<file path="config.mk">
export PLATFORM = sky130hd
export DESIGN_NAME = clk_div_prog
export DESIGN_NICKNAME = d
export VERILOG_FILES = /design/src/rtl/clk_div_pkg.sv /design/src/rtl/clk_div_chan.sv /design/src/rtl/clk_div_prog.sv
export SDC_FILE = /design/constraint.sdc
export NUM_CORES = 1
export LEC_CHECK = 0
export BUFFER_PORTS_ARGS = -buffer_cell sky130_fd_sc_hd__buf_2
export CAP_MARGIN = 20
export CORE_ASPECT_RATIO = 0.6
export CORE_MARGIN = 4
export CORE_UTILIZATION = 23
export DETAILED_ROUTE_END_ITERATION = 8
export GPL_ROUTABILITY_DRIVEN = 0
export PLACE_DENSITY_LB_ADDON = 0.25
export RECOVER_POWER = 25
export SLEW_MARGIN = 15
export SYNTH_ARGS = -nofsm -noshare
export SYNTH_HDL_FRONTEND = slang
export SYNTH_HIERARCHICAL = 1
export SYNTH_SLANG_ARGS = --single-unit
</file>
<file path="constraint.sdc">
create_clock -name clk -period 3.3 [get_ports clk]
set_input_delay 0.99 -clock clk [delete_from_list [all_inputs] [get_ports clk]]
set_output_delay 0.99 -clock clk [all_outputs]
set_load 0.01 [all_outputs]
</file>
<file path="src/rtl/clk_div_pkg.sv">
// Shared constants and types for the programmable clock divider.
package clk_div_pkg;

    localparam int unsigned DIV_W_DEFAULT         = 26;
    localparam int unsigned DEFAULT_HALF_50M_1HZ  = 25000000;
    localparam int unsigned DEFAULT_HALF_50M_1MHZ = 25;

    typedef logic [DIV_W_DEFAULT-1:0] half_t;

endpackage

</file>
<file path="src/rtl/clk_div_chan.sv">
// One divider channel: half-period counter, shadowed divisor, toggle and tick.
module clk_div_chan
    import clk_div_pkg::*;
#(
    parameter int unsigned DIV_W        = DIV_W_DEFAULT,
    parameter int unsigned DEFAULT_HALF = DEFAULT_HALF_50M_1HZ
) (
    input  logic             clk,
    input  logic             rst,
    input  logic             en,
    input  logic             div_wr,
    input  logic [DIV_W-1:0] div_val,
    output logic             out_clk,
    output logic             tick,
    output logic             pending
);

    localparam logic [DIV_W-1:0] RESET_HALF = DIV_W'(DEFAULT_HALF);

    logic [DIV_W-1:0] cnt_q, cnt_d;
    logic [DIV_W-1:0] active_q, active_d;
    logic [DIV_W-1:0] shadow_q, shadow_d;
    logic             pending_q, pending_d;
    logic             out_q, out_d;
    logic             tick_q, tick_d;

    logic wr_ok;
    logic terminal;

    assign wr_ok    = div_wr && (div_val != '0);
    assign terminal = (cnt_q == active_q - DIV_W'(1));

    always_comb begin
        // NOTE: every next-state signal gets a default first, so no path infers a latch.
        cnt_d     = cnt_q;
        active_d  = active_q;
        shadow_d  = shadow_q;
        pending_d = pending_q;
        out_d     = out_q;
        tick_d    = 1'b0;

        if (!en) begin
            cnt_d     = '0;
            out_d     = 1'b0;
            pending_d = 1'b0;
            if (wr_ok) begin
                active_d = div_val;
                shadow_d = div_val;
            end else if (pending_q) begin
                active_d = shadow_q;
            end
        end else if (terminal) begin
            // Period boundary: the only point a new divisor may take effect.
            cnt_d     = '0;
            out_d     = ~out_q;
            tick_d    = ~out_q;
            pending_d = 1'b0;
            if (wr_ok) begin
                active_d = div_val;
                shadow_d = div_val;
            end else if (pending_q) begin
                active_d = shadow_q;
            end
        end else begin
            cnt_d = cnt_q + DIV_W'(1);
            if (wr_ok) begin
                shadow_d  = div_val;
                pending_d = 1'b1;
            end
        end
    end

    // NOTE: state registers use non-blocking assignments so all flops update together.
    always_ff @(posedge clk or negedge rst) begin
        if (!rst) begin
            cnt_q     <= '0;
            active_q  <= RESET_HALF;
            shadow_q  <= RESET_HALF;
            pending_q <= 1'b0;
            out_q     <= 1'b0;
            tick_q    <= 1'b0;
        end else begin
            cnt_q     <= cnt_d;
            active_q  <= active_d;
            shadow_q  <= shadow_d;
            pending_q <= pending_d;
            out_q     <= out_d;
            tick_q    <= tick_d;
        end
    end

    assign out_clk = out_q;
    assign tick    = tick_q;
    assign pending = pending_q;

endmodule

</file>
<file path="src/rtl/clk_div_prog.sv">
// Multi-channel runtime-programmable clock divider and tick generator.
module clk_div_prog
    import clk_div_pkg::*;
#(
    parameter int unsigned NUM_CH       = 2,
    parameter int unsigned DIV_W        = DIV_W_DEFAULT,
    parameter int unsigned DEFAULT_HALF = DEFAULT_HALF_50M_1HZ
) (
    input  logic              clk,
    input  logic              rst,
    input  logic [NUM_CH-1:0] en,
    input  logic [NUM_CH-1:0] div_wr,
    input  logic [DIV_W-1:0]  div_val,
    output logic [NUM_CH-1:0] out_clk,
    output logic [NUM_CH-1:0] tick,
    output logic [NUM_CH-1:0] pending
);

    for (genvar i = 0; i < NUM_CH; i++) begin : g_ch
        clk_div_chan #(
            .DIV_W        (DIV_W),
            .DEFAULT_HALF (DEFAULT_HALF)
        ) u_chan (
            .clk     (clk),
            .rst     (rst),
            .en      (en[i]),
            .div_wr  (div_wr[i]),
            .div_val (div_val),
            .out_clk (out_clk[i]),
            .tick    (tick[i]),
            .pending (pending[i])
        );
    end

endmodule

</file>
==> summary.txt, run 1 <==
Power per Cell Area: 522.1 mW/mm2
TNS Setup: 0 ns
Crit Path Category: reg -> reg
Placed cell count: 1424
R2r startpoint: g_ch[1].u_chan/active_q[0]
Slowest-stage cell, CP: dfrtp_1
Sequential element share of the synthesized area: 44.71%
Initial Utilization: 23.41%
Synth top area cells: dfrtp_1 (31%), dfstp_2 (14%), mux2_4 (6.5%)
Hold Fails Final Rpt: 0
Headroom to the max-slew limit: -0.7892%
Reg2reg path depth: 12
Ys flop type: dfrtp_1
Synth async-reset ratio: 100.0%
Commonest cells in the netlist: dfrtp_1 (114), nor2_1 (77), nand2_1 (65), xnor2_1 (52), mux2_2 (50)
Area share of the largest cell type after synthesis: 31.00%
Synthesis-stage register bit count: 162
Syn Nets: 876
Worst hold slack: 0.4740 ns
Initial DRC count: 448
Die height: 162.9 um
Critical Path Sink Type: flip-flop
Synth-to-Final Area Change: 20.40%
Detailed placer's ending HPWL: 18.54 mm
Outcome: complete, but fails checks
R2r setup slk: 0.12 ns
WP data required: 3.63 ns
Rows: 56
CTS Root Cell: clkbuf_16
ANT cells: 0
Failing checks: max-capacitance violations, max-slew violations
Final core utilization: 28.18%
Final min period: 3.177 ns
Static Leak: 0.004480 uW
Area leader, netlist: dfrtp_1
Final setup viols: 0
Via Count: 6545
Sequential power share: 42.6%
Clock skew: 0.008638 ns
WHS Endpoint: g_ch[1].u_chan/shadow_q[18]
Post-synth EDFFs: 0
Clk pwr share: 35.1%
Largest net degree at the start of global routing: 57
Crit path launch type: flip-flop
Crit-path cells: inv_1 -> ha_4 -> nor4b_4 -> nand4_1 -> buf_6 -> or3_1 -> o211a_2 -> a2111oi_4 -> a21o_1 -> and2_4 -> buf_12 -> mux2_2
Peak VDD IR: 0.0003630 V
Pre-Repair DR Iteration Count: 7
Area of the core: 0.03931 mm2
Final period utilization: 96.28%
TritonCTS Sinks: 162
Total Wirelength: 24.51 mm
Die area: 0.04337 mm2
Cts bufs inserted: 17
Switching Share: 31.02%
Initial antenna violation count: 4
Critical Path Fanout Max: 13
Worst min path class: reg -> reg
Post-route DRC violation count: 0
Hold Path Depth: 2
Worst-Margin Slew: 1.512 ns
Yosys warns: 6
Hold Crit Start: g_ch[1].u_chan/shadow_q[18]
Logic gate share of total power: 22.2%
GR Overflow Total: 0
CTS tree: yes
Post-route ant nets: 0
Sw Pwr: 1794 uW
Vias/cell: 4.480
Layout cell share with drive strength beyond 1: 34.19%
Ports: 38
Internal power: 3990 uW
Buffers added on ports: 37
Syn Area/Cell: 10.95 um2
Worst EP arrival: 3.51 ns
Chip width: 266.2 um
Clk buf depth: 2
MaxCap Viol Count: 1
Number of global-route vias before repair: 6375
Crit-path max cell delay: 0.38 ns
Fin. max-slew vios: 56
Synthesized instance count: 840
Clk_lat worst skew: 0.44 ns
Reg clk slew, reported paths: 0.07 ns
Nets: 962
First-pass GRT wire length: 38.49 mm
Most common cell in the netlist: dfrtp_1
R2r endpoint: g_ch[1].u_chan/active_q[25]
Number of unique standard cell types used by synthesis: 67
H-tree depth: 4
Buf+Inv Stages, Crit Path: 3
Fmax: 0.3147 GHz
Top Family by Delay on Critical Path: simple AND/OR/NAND/NOR gates
GRT Total Usage: 11.59%
Post-Layout Cell Count: 1461
# fillers: 4098
Drt wl/cell: 16.77 um
Post-Syn Area: 0.009201 mm2
-- cell families (layout without fill, tap and decap cells) --
group	count (synthesis)	count (layout)	synth area share, %
AND/OR/NAND/NOR	339	339	20.76
flip-flops	162	162	44.71
XOR/XNOR	100	100	9.519
multiplexers	98	98	13.60
AO/OA/AOI/OAI	82	82	7.071
buffers and inverters	55	154	3.794
adder cells (fa/ha/maj)	4	4	0.5439
-- layer usage --
layer | routed length [um] | track usage [%] | share of wire (%)
met1 | 14620 | 19.59 | 60
met2 | 8461 | 13.29 | 35
met3 | 1090 | 3.246 | 4.4
met5 | 64 | 0 | 0.26
met4 | 273 | 3.310 | 1.1
-- cell usage in the layout, fill, tap and decap left out, types with 5 or more instances in the layout --
cell type  synthesis  routed
dfrtp_1          114     113
nor2_1            77      77
nand2_1           65      65
buf_4              1      56
xnor2_1           52      51
mux2_2            50      50
xor2_1            48      48
dfstp_2           48      48
mux2_4            40      40
buf_2              4      36
nand3_1           34      34
inv_1             21      21
nor4_1            27      21
or3_1             21      21
nand4_1           19      19
clkbuf_16          0      18
nor2b_1           12      12
o21ai_0           12      12
a21oi_1           10      10
nor3_1            11      10
or2_2             10      10
and3_1             9       9
nor4_4             2       8
o22ai_1            8       8
and4_1             7       7
inv_6              0       6
nand2b_1           6       6
nor4_2             6       6
mux2_1             6       6
buf_12             5       5
-- flip-flops by register name, summed over array words and instances, names as in the netlist --
register              cells
g_ch.u_chan/active_q     52
g_ch.u_chan/cnt_q        52
g_ch.u_chan/out_clk       2
g_ch.u_chan/pending       2
g_ch.u_chan/shadow_q     52
g_ch.u_chan/tick          2
-- tightest hold or removal path: stages (launching register included) --
cell and delay [ns]:
dfstp_2 0.36, nand2_1 0.05, nand2_1 0.06
-- cell type report --
type	instances	area, um2	area share (%)
inverters	21	78.83	0.7115
repair buffers	101	725.7	6.551
flip-flops and latches	162	4115	37.15
multi-input cells	623	4916	44.38
well taps	522	653.1	5.896
clock inverters	14	138.9	1.254
clock buffers	18	450.4	4.066
-- power groups by stage --
stage / clock, uW / combinational [uW] / sequential, uW
finish: 2030 / 1290 / 2470
global placement: 0 / 1220 / 2490
floorplan: 0 / 857 / 2420
detailed placement: 0 / 1230 / 2490
CTS: 2100 / 1240 / 2460
global route: 2200 / 1410 / 2500
-- how the worst max path moves through the flow --
stage,slack (ns),depth (start not counted),end,from
6_report,0.12,12,g_ch[1].u_chan/active_q[25],g_ch[1].u_chan/active_q[0]
3_3_place_gp,-0.16,12,g_ch[1].u_chan/active_q[25],g_ch[1].u_chan/active_q[0]
3_5_place_dp,-0.16,12,g_ch[1].u_chan/active_q[25],g_ch[1].u_chan/active_q[0]
5_1_grt,-0.009,12,g_ch[1].u_chan/active_q[4],g_ch[1].u_chan/active_q[1]
4_1_cts,0.006,12,g_ch[1].u_chan/active_q[4],g_ch[1].u_chan/active_q[0]
2_1_floorplan,0.15,13,g_ch[0].u_chan/active_q[10],g_ch[0].u_chan/active_q[0]
-- through the flow --
stage               area [um2]  setup WS [ns]  total power (uW)
global placement         10300        -0.1573              3709
CTS                      10930       0.006235              5800
finish                   11080         0.1228              5784
floorplan                 9201         0.1452              3282
global route             11080      -0.009288              6105
detailed placement       10300        -0.1622              3717
-- repair_timing --
item | CTS | global route
hold buffers | 0 | 0
buffers inserted | 1 | 4
pin swaps | 0 | 7
endpoints found under the setup margin | 26 | 80
resized for setup | 3 | 22
No activity file was read; power rests on OpenSTA's default activity.
==> inputs of run 2 (changes only) <==
Settings changed: SETUP_SLACK_MARGIN from default to 0.5.
==> run 2 against run 1 <==
Highest routed layer unchanged. Sequential share of layout area decreased by 2.4 points. Hold slack got worse by 0.0031 ns. Worst setup slack improved by 0.055 ns. First-iteration DRC count increased by 30%. Critical path type unchanged. Power increased by 4.3%. Clock power about the same. Die area unchanged. Sequential cell count unchanged. The flow still finishes with violations (max-capacitance violations, max-slew violations). Critical endpoint is now g_ch[1].u_chan/active_q[10]. Cell count increased by 0.96%.
==> summary.txt, run 2 (synthesis gave the netlist of run 1 again) <==
Outcome: complete, but fails checks
Failing checks: max-capacitance violations, max-slew violations
Pre-Repair DR Iteration Count: 5 (-2)
CTS tree: yes
Hold Fails Final Rpt: 0 (unchanged)
Vias/cell: 4.576 (+2.2%)
First-pass GRT wire length: 39.30 mm (+2.1%)
Static Leak: 0.004705 uW (+5.0%)
Ports: 38 (unchanged)
Number of global-route vias before repair: 6449 (+1.2%)
Final period utilization: 94.61% (-1.7 points)
Crit path launch type: flip-flop
Post-route DRC violation count: 0 (unchanged)
# fillers: 4003 (-2.3%)
Synth-to-Final Area Change: 29.07%
MaxCap Viol Count: 1 (unchanged)
Worst EP arrival: 3.44 ns (-0.07 ns)
Reg clk slew, reported paths: 0.06 ns (about the same)
Hold-fix buffers, CTS: 0 (unchanged)
WP data required: 3.62 ns (about the same)
H-tree depth: 4 (unchanged)
Post-route ant nets: 0 (unchanged)
Final setup viols: 0 (unchanged)
Clk buf depth: 2 (unchanged)
Detailed placer's ending HPWL: 18.57 mm (+0.20%)
ANT cells: 0 (unchanged)
Initial antenna violation count: 2 (-2)
Worst-Margin Slew: 2.088 ns (+0.5760 ns)
Layout cell share with drive strength beyond 1: 42.71% (+8.5 points)
Total Wirelength: 26.06 mm (+6.3%)
Headroom to the max-slew limit: -39.19% (-38 points)
CTS Root Cell: clkbuf_16
Initial DRC count: 584 (+30%)
GR Overflow Total: 0 (unchanged)
TNS Setup: 0 ns (unchanged)
RSZ-0062 raised after global routing: yes
Chip width: 266.2 um (unchanged)
Power per Cell Area: 508.2 mW/mm2 (-2.7%)
GRT Total Usage: 11.81% (+0.22 points)
Largest net degree at the start of global routing: 71 (+25%)
Fin. max-slew vios: 35 (-38%)
Drt wl/cell: 17.67 um (+5.3%)
TritonCTS Sinks: 162 (unchanged)
Via Count: 6750 (+3.1%)
Buffers added on ports: 37 (unchanged)
Worst min path class: reg -> reg
Die area: 0.04337 mm2 (unchanged)
Nets: 977 (+1.6%)
Final min period: 3.122 ns (-0.05503 ns)
Fmax: 0.3203 GHz (+1.8%)
Worst hold slack: 0.4709 ns (-0.003096 ns)
Final core utilization: 30.21% (+2.0 points)
Critical Path Fanout Max: 6 (-7)
Critical Path Sink Type: flip-flop
Crit Path Category: reg -> reg
Most frequent cells in the layout: dfrtp_1 (106), nand2_1 (64), buf_4 (56), nor2_1 (52), mux2_4 (52)
R2r setup slk: 0.18 ns (+0.06 ns)
Clock skew: 0.007246 ns (-0.001392 ns)
Peak VDD IR: 0.0003252 V (-10%)
Die height: 162.9 um (unchanged)
Rows: 56 (unchanged)
Commonest non-fill, non-tap cell in the layout: dfrtp_1
Largest regs: g_ch.u_chan/active_q x52, g_ch.u_chan/cnt_q x52, g_ch.u_chan/shadow_q x52
Area of the core: 0.03931 mm2 (unchanged)
Cts bufs inserted: 17 (unchanged)
Clk_lat worst skew: 0.44 ns (about the same)
Initial Utilization: 23.41% (unchanged)
==> run 2: cell types whose count changed in the layout (fill, tap and decap cells not counted), moves of 7 or more <==
cell,before,now
dfrtp_1,113,106
or3_1,21,14
dfrtp_2,1,8
or3_4,0,7
nor2_4,0,23
nor2_1,77,52
mux2_4,40,52
==> run 2: per-layer routing <==
layer	track usage, %	share of wire (%)	vias to the layer above
met4	2.950	0.87	4
met1	20.41	59	3380
met2	13.70	35	122
met5	0	0.10	-
li1	-	-	3224
met3	2.657	4.8	20
==> run 2: worst max-delay path: stages, from the launching register on <==
cell	delay, ns
dfrtp_2	0.45
inv_2	0.08
ha_4	0.15
or4b_4	0.50
or3_1	0.37
a32o_2	0.28
o22ai_2	0.16
nor4_2	0.07
a21o_1	0.22
and2_4	0.18
buf_12	0.13
buf_16	0.13
mux2_4	0.29
==> run 2: metrics by stage <==
stage | std cells | setup WS [ns] | power (uW) | area [um2]
final | 1475 | 0.1778 | 6035 | 11880
after global routing | 1475 | 0.03327 | 6346 | 11880
after CTS | 1457 | 0.2098 | 5996 | 11330
after detailed placement | 1407 | 0.001960 | 3729 | 10250
after global placement | 1407 | 0.04076 | 3719 | 10250
after floorplan | 840 | 0.2601 | 3323 | 9285
==> run 2: path summary, 6_finish.rpt <==
kind / from / to / cells past startpoint
worst min register to register: g_ch[1].u_chan/shadow_q[9] / g_ch[1].u_chan/shadow_q[9] / 2
worst min-delay path: g_ch[1].u_chan/shadow_q[9] / g_ch[1].u_chan/shadow_q[9] / 2
max in group asynchronous: rst / g_ch[0].u_chan/active_q[20] / 2
worst max register to register: g_ch[1].u_chan/active_q[0] / g_ch[1].u_chan/active_q[10] / 12
min in group asynchronous: rst / g_ch[0].u_chan/cnt_q[3] / 1
worst max-delay path: g_ch[1].u_chan/active_q[0] / g_ch[1].u_chan/active_q[10] / 12
==> run 2: layout make-up <==
class | instances | area [um2] | area share, %
Clock buffer | 22 | 475.5 | 4.003
Clock inverter | 9 | 128.9 | 1.085
Inverter | 21 | 78.83 | 0.6637
Multi-Input combinational cell | 623 | 5388 | 45.36
Sequential cell | 162 | 4124 | 34.72
Tap cell | 522 | 653.1 | 5.499
Timing Repair Buffer | 116 | 1028 | 8.660
==> run 2: power breakdown <==
part           internal [uW]  switching (uW)  total, uW  leakage, uW
clock network           1250             815       2060     0.000291
registers               2250             224       2470      0.00196
logic                    746             752       1500      0.00245
total                   4240            1790       6040      0.00471
==> run 2: repair_timing <==
action	CTS	global route
gates resized for setup	55	85
pin swaps	18	44
setup endpoints to repair	108	109
buffers inserted	17	14
gates cloned	2	4
==> inputs of run 3 (changes only) <==
--- a/config.mk
+++ b/config.mk
@@ -13,4 +13,5 @@
 export DETAILED_ROUTE_END_ITERATION = 8
 export GPL_ROUTABILITY_DRIVEN = 0
+export MAX_ROUTING_LAYER = met4
 export PLACE_DENSITY_LB_ADDON = 0.25
 export RECOVER_POWER = 25
==> constraint.sdc (replaced) <==
create_clock -name clk -period 3.3 [get_ports clk]
set_input_delay 0.495 -clock clk [delete_from_list [all_inputs] [get_ports clk]]
set_output_delay 0.495 -clock clk [all_outputs]
set_load 0.01 [all_outputs]
==> run 3 against run 2 <==
The run still ends with max-capacitance violations, max-slew violations left. Critical path depth increased by 1. Cell area decreased by 2.7%. Maximum frequency decreased by 1.5%. Wire length decreased by 2.3%. Via count decreased by 1.6%. Register-to-register slack got worse by 0.05 ns. Sequential power about the same. Global-route usage increased by 0.46 points. Worst setup slack got worse by 0.048 ns. Die area unchanged. Hold slack got worse by 0.15 ns. Largest cell class unchanged. Largest power group unchanged.
==> summary.txt, run 3 (synthesis gave the netlist of run 1 again) <==
Die area: 0.04337 mm2 (unchanged)
Synth-to-Final Area Change: 25.60%
Final min period: 3.170 ns (+0.04773 ns)
Crit Path Category: reg -> reg
WP data required: 3.67 ns (+0.05 ns)
First-pass GRT wire length: 39.83 mm (+1.3%)
Final period utilization: 96.06% (+1.4 points)
Largest net degree at the start of global routing: 74 (+4.2%)
Vias/cell: 4.532 (-0.97%)
Buf+Inv Stages, Crit Path: 5 (+2)
Crit path launch type: flip-flop
Initial Utilization: 23.41% (unchanged)
Drt wl/cell: 17.38 um (-1.7%)
Die height: 162.9 um (unchanged)
Ports: 38 (unchanged)
Initial antenna violation count: 3 (+1)
Clk_lat worst skew: 0.44 ns (about the same)
Via Count: 6644 (-1.6%)
Post-route DRC violation count: 0 (unchanged)
# fillers: 3996 (-0.17%)
Power per Cell Area: 514.7 mW/mm2 (+1.3%)
Post-Layout Cell Count: 1466 (-0.61%)
Multi-input logic area: 0.005250 mm2 (-2.6%)
Worst min path class: in -> reg
Fin. max-slew vios: 74 (+110%)
TritonCTS Sinks: 162 (unchanged)
Final setup viols: 0 (unchanged)
Critical Path Fanout Max: 7 (+1)
Outcome: complete, but fails checks
Number of global-route vias before repair: 6526 (+1.2%)
Chip width: 266.2 um (unchanged)
Largest regs: g_ch.u_chan/active_q x52, g_ch.u_chan/cnt_q x52, g_ch.u_chan/shadow_q x52
Initial DRC count: 601 (+2.9%)
Placed cell count: 1402 (-0.36%)
Worst-Margin Slew: 1.915 ns (-0.1725 ns)
Crit-path cells: buf_12 -> nor4_4 -> buf_6 -> buf_4 -> nand2_1 -> nor4_2 -> o22ai_1 -> nor4_2 -> a21o_1 -> and2_4 -> buf_12 -> buf_16 -> mux2_4
Detailed placer's ending HPWL: 18.41 mm (-0.88%)
Top Family by Delay on Critical Path: simple AND/OR/NAND/NOR gates
Clock skew: 0.008404 ns (+0.001158 ns)
Critical Path Sink Type: flip-flop
Hold Fails Final Rpt: 0 (unchanged)
Slowest-stage cell, CP: dfrtp_2
CTS tree: yes
CTS Root Cell: clkbuf_16
Headroom to the max-slew limit: -27.69% (+11 points)
Sequential cell area: 0.004125 mm2 (about the same)
MaxCap Viol Count: 1 (unchanged)
Static Leak: 0.004652 uW (-1.1%)
Fmax: 0.3155 GHz (-1.5%)
Final core utilization: 29.40% (-0.81 points)
Buffers added on ports: 37 (unchanged)
RSZ-0062 raised after global routing: yes
Failing checks: max-capacitance violations, max-slew violations
Total Wirelength: 25.48 mm (-2.3%)
Hold-fix buffers, CTS: 0 (unchanged)
Cts bufs inserted: 17 (unchanged)
GRT Total Usage: 12.27% (+0.46 points)
TNS Setup: 0 ns (unchanged)
Final Cell Area: 0.01156 mm2 (-2.7%)
PnR Total Power: 5949 uW (-1.4%)
GR Overflow Total: 0 (unchanged)
Rows: 56 (unchanged)
Nets: 963 (-1.4%)
Pre-Repair DR Iteration Count: 5 (unchanged)
Layout cell share with drive strength beyond 1: 39.89% (-2.8 points)
Area of the core: 0.03931 mm2 (unchanged)
Commonest non-fill, non-tap cell in the layout: dfrtp_1
Most frequent cells in the layout: dfrtp_1 (105), nor2_1 (77), nand2_1 (65), mux2_4 (53), xnor2_1 (52)
Worst EP arrival: 3.54 ns (+0.10 ns)
H-tree depth: 4 (unchanged)
Post-place instance area: 0.01020 mm2 (-0.49%)
Crit-path max cell delay: 0.45 ns (-0.05 ns)
Clk buf depth: 2 (unchanged)
Post-route ant nets: 0 (unchanged)
Peak VDD IR: 0.0003688 V (+13%)
Reg clk slew, reported paths: 0.07 ns (about the same)
==> run 3: what timing repair did <==
action                     CTS  global route
cloned                       2             2
setup endpoints to repair  108           108
setup buffers               13            11
pin swaps                   13            25
gates resized for setup     46            46
==> run 3: cell type report <==
class                   count  share of cell area [%]
diodes                      4                 0.08661
clock buffers              24                   4.547
clock inverters             8                  0.5846
inverters                  21                  0.6820
multi-input cells         623                   45.43
flip-flops and latches    162                   35.69
well taps                 522                   5.651
repair buffers            102                   7.329
==> run 3: metrics by stage <==
step           worst slack, ns  hold WS, ns
2_1_floorplan           0.2601       0.1994
3_3_place_gp           0.09240       0.4604
3_5_place_dp           0.08433       0.4629
4_1_cts                 0.2103       0.1009
5_1_grt               0.002301       0.3224
6_report                0.1301       0.3167
==> run 3: worst register-to-register path: cells and delay by family (launching register included) <==
| kind | cells | cell delay (ns) |
|---|---|---|
| flip-flops | 1 | 0.45 |
| buffers and inverters | 5 | 0.71 |
| multiplexers | 1 | 0.30 |
| AND/OR/NAND/NOR | 5 | 1.20 |
| AO/OA/AOI/OAI | 2 | 0.44 |
==> run 3: report_power, final <==
part           internal [uW]  switching (uW)
combinational            713             718
sequential              2250             244
clock                   1190             834
total                   4150            1800
==> run 3: worst paths after layout <==
path                                             from                           to  slack [ns]  depth (start not counted)
min                                       div_val[18]  g_ch[1].u_chan/shadow_q[18]        0.32                          3
max                        g_ch[1].u_chan/active_q[0]  g_ch[1].u_chan/active_q[16]        0.13                         13
min reg2reg                g_ch[1].u_chan/shadow_q[8]   g_ch[1].u_chan/shadow_q[8]        0.47                          2
max reg2reg                g_ch[1].u_chan/active_q[0]  g_ch[1].u_chan/active_q[16]        0.13                         13
max in group asynchronous                         rst     g_ch[1].u_chan/cnt_q[24]        0.74                          2
min in group asynchronous                         rst      g_ch[0].u_chan/cnt_q[4]        0.58                          1
==> run 3: routing by layer <==
metal	track usage [%]	vias up	wire [um]
met5	-	-	0
met4	3.190	0	301
met3	2.854	21	993
met2	13.68	98	8890
met1	20.52	3322	15290
li1	-	3203	-
